[src/rtl/sensor_interface.sv]
// One-channel sensor conditioner: 2**AVG_LOG2-deep moving average with a
// hysteresis comparator on the filtered value. All outputs registered.
module sensor_interface #(
  parameter int                DATA_W    = 16,
  parameter int                AVG_LOG2  = 2,
  parameter logic [DATA_W-1:0] THRESH_HI = 16'h0060,
  parameter logic [DATA_W-1:0] THRESH_LO = 16'h0030
) (
  input  logic              clk,
  input  logic              rst,
  input  logic [DATA_W-1:0] sensor_data,
  input  logic              data_valid,
  output logic [DATA_W-1:0] processed_data,
  output logic              decision
);

  localparam int DEPTH = 1 << AVG_LOG2;
  localparam int SUM_W = DATA_W + AVG_LOG2;

  logic [DATA_W-1:0] r_win [DEPTH];
  logic [SUM_W-1:0]  r_sum;
  logic [DATA_W-1:0] r_avg;
  logic              r_dec;

  logic [SUM_W-1:0]  w_sum_next;
  logic [DATA_W-1:0] w_avg_next;
  logic              w_dec_next;

  // Sum is wide enough for DEPTH full-scale samples, so add/subtract never wraps.
  assign w_sum_next = r_sum - SUM_W'(r_win[DEPTH-1]) + SUM_W'(sensor_data);
  assign w_avg_next = DATA_W'(w_sum_next >> AVG_LOG2);

  // Hysteresis decision on the average produced at this edge.
  always_comb begin
    w_dec_next = r_dec;
    if (w_avg_next >= THRESH_HI) begin
      w_dec_next = 1'b1;
    end else if (w_avg_next < THRESH_LO) begin
      w_dec_next = 1'b0;
    end else begin
      w_dec_next = r_dec;
    end
  end

  // Window shift, running sum and registered outputs; all hold while data_valid is low.
  always_ff @(posedge clk or posedge rst) begin
    if (rst) begin
      for (int i = 0; i < DEPTH; i++) begin
        r_win[i] <= {DATA_W{1'b0}};
      end
      r_sum <= {SUM_W{1'b0}};
      r_avg <= {DATA_W{1'b0}};
      r_dec <= 1'b0;
    end else if (data_valid) begin
      r_win[0] <= sensor_data;
      for (int i = 1; i < DEPTH; i++) begin
        r_win[i] <= r_win[i-1];
      end
      r_sum <= w_sum_next;
      r_avg <= w_avg_next;
      r_dec <= w_dec_next;
    end else begin
      r_sum <= r_sum;
      r_avg <= r_avg;
      r_dec <= r_dec;
    end
  end

  assign processed_data = r_avg;
  assign decision       = r_dec;

endmodule

[config.mk]
export PLATFORM = sky130hd
export DESIGN_NAME = sensor_interface
export DESIGN_NICKNAME = d
export VERILOG_FILES = /design/src/rtl/sensor_interface.sv
export SDC_FILE = /design/constraint.sdc
export NUM_CORES = 1
export LEC_CHECK = 0
export CAP_MARGIN = 15
export CORE_MARGIN = 5
export CORE_UTILIZATION = 35
export DETAILED_ROUTE_END_ITERATION = 10
export GPL_ROUTABILITY_DRIVEN = 0
export HOLD_SLACK_MARGIN = 0.05
export MAX_ROUTING_LAYER = met4
export PLACE_DENSITY = 0.58
export SLEW_MARGIN = 10
export SYNTH_ARGS = -nofsm -noshare
export SYNTH_HDL_FRONTEND = slang
export SYNTH_SLANG_ARGS = --single-unit
export TNS_END_PERCENT = 1
[constraint.sdc]
create_clock -name clk -period 4.3 [get_ports clk]
set_input_delay 0.43 -clock clk [delete_from_list [all_inputs] [get_ports clk]]
set_output_delay 0.43 -clock clk [all_outputs]
set_load 0.005 [all_outputs]
==> impl_results.md <==
* Routed vias/inst at 4.70
* Count of hold buffers inserted by post-cts repair at 0
* Worst slew pin tran at about 870 ps
* Number of synthesized flops with an enable pin at 0
* Clk buf depth at 2
* Slowest-stage cell, CP: fa_1
* TNS Setup at 0 ps
* Clk root buf: clkbuf_16
* IO Pins at 36
* Setup crit start kind: input pin
* Ratio of final minimum period to clock period at between 80% and 90%
* Post-synth top area cell: dfrtp_1
* Net Sw Power at 1.83 mW
* Depth of the worst hold-timing path at 1
* IO Port Bufs at 35
* Top delay family on crit path: compound AO/OA/AOI/OAI gates
* Detailed-route wire length at around 8000 um
* Switching Fraction at between 40% and 50%
* CORE AREA at ~0.013 sq mm
* Vias in the first global route at approximately 3100
* Grt total ovfl at 0
* Post-Syn Area at about 0.0047 sq mm
* Final hold vios at 0
* Post-CTS Setup Inserts at 0
* CTS tree: done
* GRT Overall Usage at ~11%
* Clk_lat worst skew at around 330 ps
* Final min period at 3490 ps
* Synth top area share at 44.1%
* Fraction of registers with async set/reset at between 90% and 100%
* Count leader, synth: dfrtp_1
* Initial Util at 35.6%
* Max-slew headroom at 41.9%
* Cell breakdown of the critical path: clkdlybuf4s50_1 -> inv_1 -> fa_1 -> inv_1 -> ha_1 -> a21o_1 -> a311o_1 -> o221ai_2 -> a21oi_2 -> mux2i_1 -> or4b_1 -> nor4_2 -> a21oi_2
* Hold endpoint: r_win[1]$_DFFE_PP0P_
* First-pass DRT Iterations at 4
* Max VDD drop at approximately 0.24 mV
* Worst EP arrival at approximately 3700 ps
* Post-synth cell types at 53
* Maxcap violations at 0
* Chip height at roughly 130 um
* Unrepaired setup endpoints after global routing: false
* Placement Rows at 42
* Top cells by count, synth: 83 x dfrtp_1, 70 x inv_1, 65 x mux2_2
* Reg2reg end: decision$_DFFE_PP0P_
* Layout cell share with drive strength beyond 1 at between 20% and 30%
* Most used flip-flop cell after synthesis: dfrtp_1
* Status: finished clean
* Avg Cell Area, Syn at 11.1 sq um
* Hold Startpoint: r_win[17]$_DFFE_PP0P_
* Initial DRC count at a little under 80
* Sequential share of power at between 20% and 30%
* Hold WC Path Type: reg -> reg
* Syn Inst Count at 423
* H-tree depth at 3
* Reg2reg start: r_sum[6]$_DFFE_PP0P_
* Final core utilization at ~40%
* Nets@finish at about 500
* Antenna Nets Post-Route at 0
* # resized after CTS at 0
* ANT cells at 0
* Part of the Yosys area used for sequential elements at about 44%
* Die ar. at about 0.016 sq mm
* WP buf/inv at 3
* Area delta synth->final at 14.7%
* Max FO, Critical Path at 5
* Largest net degree at the start of global routing at 60
* Top achievable clock speed at about 290 MHz
* DR WL/cell at approximately 13 um
* Critical path class: in -> reg
* Clock share of power at between 15 and 20%
* First-pass GRT wire length at about 14000 um
* Yosys reg bits at 83
* Comb pwr share at 58.8%
* Largest cells by area after synthesis: dfrtp_1 44%, mux2_2 16%, fa_1 6.8%
* FF-to-FF path depth at 12
* Synth Net Count at about 480
* CP max stage delay at roughly 540 ps
* Leak Pwr at roughly 2.5 nW
* Crit end category: flop
* Slew Viols, Final at 0
* Filler cells at about 1300
* Via count at between 2000 and 3000
* Detail Placement HPWL at around 6100 um
* FF-to-FF setup slack at between 1000 and 1500 ps
* Clock buffer count from CTS at 9
* PwrDens at 830 mW/mm^2
* Setup violators final at 0
* Internal power at 2.66 mW
* DRC at 0
* Crit path required time at 4510 ps
* Die extent in x at 126 um
* Clock Skews at 4.32 ps
* CTS sink count at 83
* Synth Warn # at 0
* Initial antenna violation count at 0
* Clock slew at reported path FFs at around 60 ps
area by class of cell:
cell class	count	area [sq um]	area share (%)
clock buffer	11	243	4.49
clock inverter	5	52.6	0.972
inverter	70	264	4.89
multi-input combinational	241	2180	40.4
sequential	83	2080	38.4
tap	176	220	4.08
timing repair buffer	37	363	6.71
cell families (layout without fill, tap and decap cells):
kind of cell | after synthesis | in the layout | share of synthesized area (%)
XOR/XNOR | 12 | 12 | 2.23
flip-flops | 83 | 83 | 44.1
adder cells (fa/ha/maj) | 34 | 34 | 11.6
buffers and inverters | 99 | 123 | 9.54
AND/OR/NAND/NOR | 65 | 65 | 7.33
multiplexers | 68 | 68 | 16.2
AO/OA/AOI/OAI | 62 | 62 | 9.06
layer usage:
| layer | track usage, % | vias to the layer above | wire length [um] |
|---|---|---|---|
| li1 | - | 1432 | - |
| met1 | 14.9 | 1448 | 3950 |
| met2 | 16.9 | 37 | 3770 |
| met3 | 1.99 | 12 | 184 |
| met4 | 4.92 | 0 | 142 |
| met5 | - | - | 0 |
sequential cells by signal, summed over array words and instances (netlist names):
register / count
r_sum: 18
decision: 1
r_win: 64
per-stage QoR:
step	hold WS [ps]	cells	setup slack, ps	total power [mW]	instance area [sq um]
after floorplan	475	423	1130	3.22	4710
after detailed placement	489	607	451	3.75	5110
after CTS	500	623	793	4.55	5400
final	496	623	806	4.48	5400
after global placement	480	607	503	3.72	5110
after global routing	519	623	557	4.92	5400
placed cells by master, fill, tap and decap left out, drive strengths merged, types with 3 or more instances in the layout:
cell type      synthesis  routed
dfrtp                 83      83
o211ai                 4       4
nor2b                  3       3
inv                   70      69
buf                   20       3
or3                    3       3
fa                    16      16
clkdlybuf4s50          0      34
nand2                 25      25
nand3b                 3       3
mux2i                  3       3
xnor2                  7       7
nand3                  5       5
nor3                   5       5
clkbuf                 9      11
mux2                  65      65
nor2                  10      10
o21a                   3       3
a21oi                 19      19
clkinv                 0       4
or2                    3       3
and3                   3       3
ha                    18      18
a211oi                 3       3
o21ai                 15      15
a21o                   3       3
xor2                   5       5
worst max-delay path by stage:
| stage | cells past startpoint | slack, ps | end | from |
|---|---|---|---|---|
| after floorplan | 13 | 1130 | decision$_DFFE_PP0P_ | sensor_data[6] |
| after global placement | 13 | 500 | decision$_DFFE_PP0P_ | sensor_data[6] |
| after detailed placement | 13 | 450 | decision$_DFFE_PP0P_ | sensor_data[4] |
| after CTS | 13 | 790 | decision$_DFFE_PP0P_ | sensor_data[4] |
| after global routing | 13 | 560 | decision$_DFFE_PP0P_ | sensor_data[4] |
| final | 13 | 810 | decision$_DFFE_PP0P_ | sensor_data[4] |
power groups by stage:
stage | clock [mW] | sequential [mW] | combinational, mW
floorplan | 0 | 1.07 | 2.15
global placement | 0 | 1.11 | 2.61
detailed placement | 0 | 1.12 | 2.63
CTS | 0.779 | 1.10 | 2.67
global route | 0.808 | 1.13 | 2.99
finish | 0.751 | 1.10 | 2.63
Note: power is estimated with default switching activity, not from simulation.
